[src/rtl/simple_dma_reader_pkg.sv]
// Shared widths, command record and FSM state encoding for the SDRAM read DMA.
// The command FIFO, the top level and the testbench all import this package.
package simple_dma_reader_pkg;

    localparam int ADR_W  = 28;
    localparam int DATA_W = 128;
    localparam int DONE_W = 16;
    localparam int CMD_W  = 2 * ADR_W;

    typedef enum logic [1:0] {
        ST_IDLE  = 2'd0,
        ST_LOAD  = 2'd1,
        ST_RD    = 2'd2,
        ST_DRAIN = 2'd3
    } dma_state_t;

    // One queued buffer: start word address in the upper half, length in words below.
    typedef struct packed {
        logic [ADR_W-1:0] adr;
        logic [ADR_W-1:0] size;
    } dma_cmd_t;

endpackage

[src/rtl/dma_cmd_fifo.sv]
// Small synchronous command FIFO with empty / almost-empty / full flags.
// DEPTH must be a power of two and at least 2; pushes while full are ignored.
module dma_cmd_fifo #(
    parameter int WIDTH = 56,
    parameter int DEPTH = 8
) (
    input  logic             clk,
    input  logic             rst_n,
    input  logic             push,
    input  logic [WIDTH-1:0] wdata,
    input  logic             pop,
    output logic [WIDTH-1:0] rdata,
    output logic             empty,
    output logic             aempty,
    output logic             full
);

    localparam int AW = (DEPTH > 1) ? $clog2(DEPTH) : 1;
    localparam logic [AW:0] FULL_CNT = (AW + 1)'(DEPTH);
    localparam logic [AW:0] ONE_CNT  = (AW + 1)'(1);

    logic [WIDTH-1:0] mem [DEPTH];
    logic [AW:0]      wr_ptr;
    logic [AW:0]      rd_ptr;
    logic [AW:0]      count;
    logic             do_push;
    logic             do_pop;

    // Pointers carry one extra wrap bit so full and empty are distinguishable.
    assign count   = wr_ptr - rd_ptr;
    assign empty   = (count == '0);
    assign aempty  = (count <= ONE_CNT);
    assign full    = (count == FULL_CNT);
    assign do_push = push & ~full;
    assign do_pop  = pop & ~empty;
    assign rdata   = mem[rd_ptr[AW-1:0]];

    always_ff @(posedge clk or negedge rst_n) begin
        if (!rst_n) begin
            wr_ptr <= '0;
            rd_ptr <= '0;
        end else begin
            if (do_push) begin
                wr_ptr <= wr_ptr + ONE_CNT;
            end
            if (do_pop) begin
                rd_ptr <= rd_ptr + ONE_CNT;
            end
        end
    end

    always_ff @(posedge clk) begin
        if (do_push) begin
            mem[wr_ptr[AW-1:0]] <= wdata;
        end
    end

endmodule

[src/rtl/simple_dma_reader.sv]
// Avalon-MM read master: plays queued SDRAM buffers out to a downstream stream,
// one buffer at a time, with a bounded number of outstanding reads.
module simple_dma_reader
    import simple_dma_reader_pkg::*;
#(
    parameter int CMD_DEPTH   = 8,
    parameter int MAX_PENDING = 16
) (
    input  logic              CLK,
    input  logic              ARST_N,
    input  logic [ADR_W-1:0]  START_ADR,
    input  logic [ADR_W-1:0]  BUF_SIZE,
    input  logic              START,
    output logic [DONE_W-1:0] DONE_CNT,
    output logic              CMD_FIFO_EMPTY,
    output logic              CMD_FIFO_AEMPTY,
    output logic              CMD_OVF,
    output logic              BUSY,
    input  logic              DST_AFULL,
    output logic [DATA_W-1:0] DOUT,
    output logic              DOUT_DV,
    output logic [ADR_W-1:0]  SDRAM_ADDRESS,
    output logic              SDRAM_READ,
    input  logic              SDRAM_WAITREQUEST,
    input  logic [DATA_W-1:0] SDRAM_READDATA,
    input  logic              SDRAM_READDATAVALID,
    output dma_state_t        DBG_STATE
);

    localparam int PEND_W = $clog2(MAX_PENDING + 1);
    localparam logic [PEND_W-1:0] PEND_MAX = PEND_W'(MAX_PENDING);
    localparam logic [PEND_W-1:0] PEND_ONE = PEND_W'(1);
    localparam logic [ADR_W-1:0]  ADR_ONE  = ADR_W'(1);
    localparam logic [DONE_W-1:0] DONE_ONE = DONE_W'(1);

    dma_state_t        state;
    dma_state_t        state_nxt;
    dma_cmd_t          cmd_in;
    dma_cmd_t          cmd_head;
    logic              fifo_empty;
    logic              fifo_aempty;
    logic              fifo_full;
    logic              fifo_pop;
    logic              cmd_load;
    logic              done_inc;
    logic              read_q;
    logic              read_nxt;
    logic              accept;
    logic              issue_ok;
    logic [ADR_W-1:0]  addr_q;
    logic [ADR_W-1:0]  remaining_q;
    logic [PEND_W-1:0] pending_q;
    logic [PEND_W-1:0] pending_nxt;
    logic [DONE_W-1:0] done_cnt_q;
    logic              ovf_q;
    logic [DATA_W-1:0] dout_q;
    logic              dout_dv_q;

    assign cmd_in = '{adr: START_ADR, size: BUF_SIZE};

    dma_cmd_fifo #(
        .WIDTH (CMD_W),
        .DEPTH (CMD_DEPTH)
    ) u_cmd_fifo (
        .clk    (CLK),
        .rst_n  (ARST_N),
        .push   (START),
        .wdata  (cmd_in),
        .pop    (fifo_pop),
        .rdata  (cmd_head),
        .empty  (fifo_empty),
        .aempty (fifo_aempty),
        .full   (fifo_full)
    );

    // Read request handshake: SDRAM_READ with SDRAM_ADDRESS is the valid side and
    // !SDRAM_WAITREQUEST is the ready side; a word is accepted on a cycle where both
    // hold, and a raised request keeps its address unchanged until that cycle.
    assign accept = read_q & ~SDRAM_WAITREQUEST;

    // Accept and return in the same cycle cancel out; a stray return never underflows.
    always_comb begin
        pending_nxt = pending_q;
        if (accept && !SDRAM_READDATAVALID) begin
            pending_nxt = pending_q + PEND_ONE;
        end else if (!accept && SDRAM_READDATAVALID && (pending_q != '0)) begin
            pending_nxt = pending_q - PEND_ONE;
        end
    end

    assign issue_ok = (pending_nxt < PEND_MAX) & ~DST_AFULL;

    always_ff @(posedge CLK or negedge ARST_N) begin
        if (!ARST_N) begin
            state <= ST_IDLE;
        end else begin
            state <= state_nxt;
        end
    end

    always_comb begin
        state_nxt = state;
        fifo_pop  = 1'b0;
        cmd_load  = 1'b0;
        done_inc  = 1'b0;
        read_nxt  = read_q;
        case (state)
            ST_IDLE: begin
                read_nxt = 1'b0;
                if (!fifo_empty) begin
                    fifo_pop  = 1'b1;
                    cmd_load  = 1'b1;
                    state_nxt = ST_LOAD;
                end
            end
            ST_LOAD: begin
                if (remaining_q == '0) begin
                    done_inc  = 1'b1;
                    read_nxt  = 1'b0;
                    state_nxt = ST_IDLE;
                end else begin
                    read_nxt  = issue_ok;
                    state_nxt = ST_RD;
                end
            end
            ST_RD: begin
                // Throttling only gates a fresh request; a waiting one is held as is.
                if (accept) begin
                    if (remaining_q == ADR_ONE) begin
                        read_nxt  = 1'b0;
                        state_nxt = ST_DRAIN;
                    end else begin
                        read_nxt = issue_ok;
                    end
                end else if (!read_q) begin
                    read_nxt = issue_ok;
                end
            end
            ST_DRAIN: begin
                read_nxt = 1'b0;
                if (pending_nxt == '0) begin
                    done_inc  = 1'b1;
                    state_nxt = ST_IDLE;
                end
            end
            default: begin
                read_nxt  = 1'b0;
                state_nxt = ST_IDLE;
            end
        endcase
    end

    // The head entry is captured on the pop edge, so LOAD sees it in addr_q/remaining_q.
    always_ff @(posedge CLK or negedge ARST_N) begin
        if (!ARST_N) begin
            addr_q      <= '0;
            remaining_q <= '0;
        end else if (cmd_load) begin
            addr_q      <= cmd_head.adr;
            remaining_q <= cmd_head.size;
        end else if (accept) begin
            addr_q      <= addr_q + ADR_ONE;
            remaining_q <= remaining_q - ADR_ONE;
        end
    end

    always_ff @(posedge CLK or negedge ARST_N) begin
        if (!ARST_N) begin
            read_q     <= 1'b0;
            pending_q  <= '0;
            done_cnt_q <= '0;
            ovf_q      <= 1'b0;
        end else begin
            read_q    <= read_nxt;
            pending_q <= pending_nxt;
            if (done_inc) begin
                done_cnt_q <= done_cnt_q + DONE_ONE;
            end
            if (START && fifo_full) begin
                ovf_q <= 1'b1;
            end
        end
    end

    // Return data is forwarded in every state, including after the buffer finished.
    always_ff @(posedge CLK or negedge ARST_N) begin
        if (!ARST_N) begin
            dout_q    <= '0;
            dout_dv_q <= 1'b0;
        end else begin
            dout_dv_q <= SDRAM_READDATAVALID;
            if (SDRAM_READDATAVALID) begin
                dout_q <= SDRAM_READDATA;
            end
        end
    end

    assign DONE_CNT        = done_cnt_q;
    assign CMD_FIFO_EMPTY  = fifo_empty;
    assign CMD_FIFO_AEMPTY = fifo_aempty;
    assign CMD_OVF         = ovf_q;
    assign BUSY            = (state != ST_IDLE);
    assign DOUT            = dout_q;
    assign DOUT_DV         = dout_dv_q;
    assign SDRAM_ADDRESS   = addr_q;
    assign SDRAM_READ      = read_q;
    assign DBG_STATE       = state;

endmodule

[config.mk]
export PLATFORM = sky130hd
export DESIGN_NAME = simple_dma_reader
export DESIGN_NICKNAME = d
export VERILOG_FILES = /design/src/rtl/simple_dma_reader_pkg.sv /design/src/rtl/dma_cmd_fifo.sv /design/src/rtl/simple_dma_reader.sv
export SDC_FILE = /design/constraint.sdc
export NUM_CORES = 1
export LEC_CHECK = 0
export CAP_MARGIN = 20
export CELL_PAD_IN_SITES_DETAIL_PLACEMENT = 1
export CELL_PAD_IN_SITES_GLOBAL_PLACEMENT = 1
export CORE_ASPECT_RATIO = 0.7
export CORE_UTILIZATION = 28
export DETAILED_ROUTE_END_ITERATION = 6
export GPL_TIMING_DRIVEN = 0
export PLACE_DENSITY = 0.49
export SLEW_MARGIN = 10
export SYNTH_ARGS = -nofsm -noshare
export SYNTH_HDL_FRONTEND = slang
export SYNTH_SLANG_ARGS = --single-unit
[constraint.sdc]
create_clock -name CLK -period 20.7 [get_ports CLK]
set_input_delay 4.14 -clock CLK [delete_from_list [all_inputs] [get_ports CLK]]
set_output_delay 4.14 -clock CLK [all_outputs]
set_load 0.05 [all_outputs]
==> out/metrics.cfg <==
[yosys]
post_synth_num_cell_types = 51
synthCells = 1455
ys_seq_area_share_pct = 72.0
synthArstFlopShare_pct = 32.7
ys_warn_count = 0
synth_top_cell_by_area = edfxtp_1
synth_edf_count = 448
synth_top_cells_by_count = edfxtp_1, dfrtp_1, mux2_2
synth_fp_nets = 1658
ys_top_cells_by_area = edfxtp_1, dfrtp_1, mux4_2, mux2_2, xnor2_1
syn_area_per_cell_um2 = 18.0
synth_flop_cell = edfxtp_1
synth_top_area_share_pct = 51.2
ys_seq_elements = 666
yosysMostFrequentCell = edfxtp_1
netlist_area_um2 = 26300

[timing]
fin_tns_setup_ns = 0
timing.final.hold_violations = 0
final.period_utilization_pct = 44.4
rsz0062_at_grt = false
setup_viol = 0
clock-skew-final_ns = 0.0317
tightest_slew_ns = 1.15
drv_slew = 0
relSlewSlack_pct = 23.0
fin_crit_ns = 9.19
fmax_ghz = 0.109

[detailed_routing]
via_count = 15000
first_pass_iters = 5
drtIter0Drc = 968
via_per_inst = 4.62
drc = 0
ant_nets = 0
routed_wl_mm = 80.6
wl_per_cell_um = 24.7

[critical_path]
critPathLaunch = u_cmd_fifo.rd_ptr[1]
timing.rr.end = u_cmd_fifo.mem[4][16]
required_ns = 16.56
crit_path_max_fanout = 10
r2r_setup_slack_ns = 14.93
slowest_delay_ns = 0.84
path_class = register to output pin
endpoint = CMD_FIFO_EMPTY
cpMostUsedCell = clkbuf_1
r2r_start = u_cmd_fifo.rd_ptr[1]
end_kind = output pin
cp_slowest_cell = clkdlybuf4s50_1
path_cells = clkbuf_1 > clkbuf_1 > clkbuf_1 > inv_1 > ha_1 > nor2b_1 > o21ai_0 > and3_1 > nor2_1 > nor2_1 > clkdlybuf4s50_1
rr_worst_depth = 16
cp_data_arrival_time_ns = 5.05
startpoint_type = register

[place]
dp_cells = 3118
gp_congestion = 0.771
portBuffers = 369
placed_area_um2 = 32200
dpl.hpwl_mm = 58.9

[die]
placeableCoreArea_um2 = 92400
initial_utilization_pct = 28.4
row_count = 93
die_x_um = 368
num_io_pins = 370
die_area_um2 = 95000
die_h_um = 258

[grt]
grt_first_pass_wirelength_mm = 117
antenna_found_initial = 13
overflow = 0
grtUsageTotal_pct = 17.0
grt_max_degree = 97
grt_pass1_vias = 16400

[pwr]
power_leakage_nw = 12.0
vdd_drop_max_v = 0.0000560
powerDensity_nw_per_um2 = 131
swShare_pct = 34.5
p_int_mw = 2.96
switchingPower_mw = 1.56
pwr-share-seq_pct = 40.1
combinationalPowerShare_pct = 31.8
power_frac_clock_pct = 28.1

[cts]
post_cts_resized = 0
cts_setup_buffers = 0
cts-root-buf = clkbuf_16
cts.sinks = 666
cts_buffers = 74
tritoncts = done
clk_path_buf_depth = 3
clkTransAtPathRegs_ns = 0.06
clk_latency_ns = 0.65
htree_num_levels = 3
cts_hold_buf = 0

[final_layout]
final_cells = 3260
syn_to_final_growth_pct = 31.6
fin_area_um2 = 34600
final_nets = 2165
multiInputGateArea_um2 = 7050
fill_cells = 9289
regArea_um2 = 18900
layout-drive-gt1-share_pct = 21.2

[run]
max-cap-violations = 0

[run_status]
status = complete, no violations

[min_path]
whs_path_depth = 1
hp-class = register to register

## through the flow
stage	setup slack [ns]	hold slack, ns	util (%)	total power [mW]
after global placement	2.80	0.452	34.1	3.26
final	11.51	0.462	37.4	4.52
after detailed placement	12.09	0.460	34.9	3.30
after global routing	11.22	0.495	37.4	4.74
after CTS	11.37	0.471	37.4	4.60
after floorplan	10.44	0.460	-	2.69
## placed cells by master (no fill, tap or decap), types with 6 or more instances in the layout
cell / synthesis / layout
edfxtp_1: 448 / 448
clkdlybuf4s50_1: 0 / 368
dfrtp_1: 218 / 218
mux2_2: 131 / 131
mux4_2: 112 / 112
clkbuf_16: 0 / 74
clkbuf_1: 48 / 63
nand2_1: 50 / 50
xnor2_1: 47 / 47
a21oi_1: 44 / 44
and2_1: 43 / 43
a211oi_1: 41 / 41
buf_4: 0 / 32
xor2_1: 30 / 30
nor2_1: 30 / 27
nand3_1: 22 / 22
inv_1: 21 / 21
o21ai_0: 19 / 19
buf_1: 20 / 18
nand4_1: 18 / 18
mux2i_1: 17 / 17
buf_6: 2 / 15
nor3_1: 18 / 14
clkinv_2: 0 / 13
clkinv_1: 0 / 13
nor4_1: 13 / 12
ha_1: 12 / 12
and3_1: 11 / 11
diode_2: 0 / 6
buf_12: 0 / 6
## routing by layer
metal  vias to the layer above  track usage, %  wire length (µm)
met2                       267            26.6             38100
li1                       6687               -                 -
met5                         -               0                76
met3                       109            3.24              3140
met4                        10            4.56              1730
met1                      7975            24.1             37500
## logic make-up after synthesis
logic type | after synthesis | synth area share (%)
flops | 666 | 72.0
fa+ha+maj | 13 | 0.648
xor+xnor | 77 | 2.57
compound gates | 122 | 2.97
mux | 260 | 15.9
buf+inv | 91 | 1.36
simple gates | 226 | 4.59
## state kept, by name (all words and copies together) (netlist names), named ones only
register and count:
u_cmd_fifo.mem 448, DOUT 128, SDRAM_ADDRESS 28, remaining_q 28
DONE_CNT 16, pending_q 5, u_cmd_fifo.rd_ptr 4, u_cmd_fifo.wr_ptr 4
CMD_OVF 1, DBG_STATE 1, DOUT_DV 1, SDRAM_READ 1
## worst min-delay path by stage
stage / start / endpoint / slack (ns)
5_1_grt: CMD_OVF / CMD_OVF / 0.49
3_5_place_dp: CMD_OVF / CMD_OVF / 0.46
2_1_floorplan: u_cmd_fifo.rd_ptr[3] / u_cmd_fifo.rd_ptr[3] / 0.46
4_1_cts: CMD_OVF / CMD_OVF / 0.47
3_3_place_gp: CMD_OVF / CMD_OVF / 0.45
6_report: CMD_OVF / CMD_OVF / 0.46
## worst max-delay path: cells and delay by family (launching register included)
kind / cells / cell delay (ns)
adder cells (fa/ha/maj): 1 / 0.31
AO/OA/AOI/OAI: 1 / 0.20
AND/OR/NAND/NOR: 4 / 0.59
flip-flops: 1 / 0.49
buffers and inverters: 5 / 2.82
## power by group through the flow
stage / Clock [mW] / Combinational [mW] / Sequential, mW
after detailed placement: 0 / 1.46 / 1.84
after global routing: 1.35 / 1.55 / 1.84
after floorplan: 0 / 0.678 / 2.01
after global placement: 0 / 1.38 / 1.88
final: 1.27 / 1.44 / 1.81
after CTS: 1.31 / 1.47 / 1.82
## cell type report
| cell class | count | area share, % |
|---|---|---|
| clock inverter | 40 | 0.952 |
| tap | 1235 | 4.47 |
| timing repair buffer | 431 | 12.7 |
| buffer | 70 | 0.811 |
| inverter | 21 | 0.228 |
| antenna | 6 | 0.0434 |
| sequential | 666 | 54.7 |
| clock buffer | 93 | 5.68 |
| multi-input combinational | 698 | 20.4 |
Note: power is estimated with default switching activity, not from simulation.
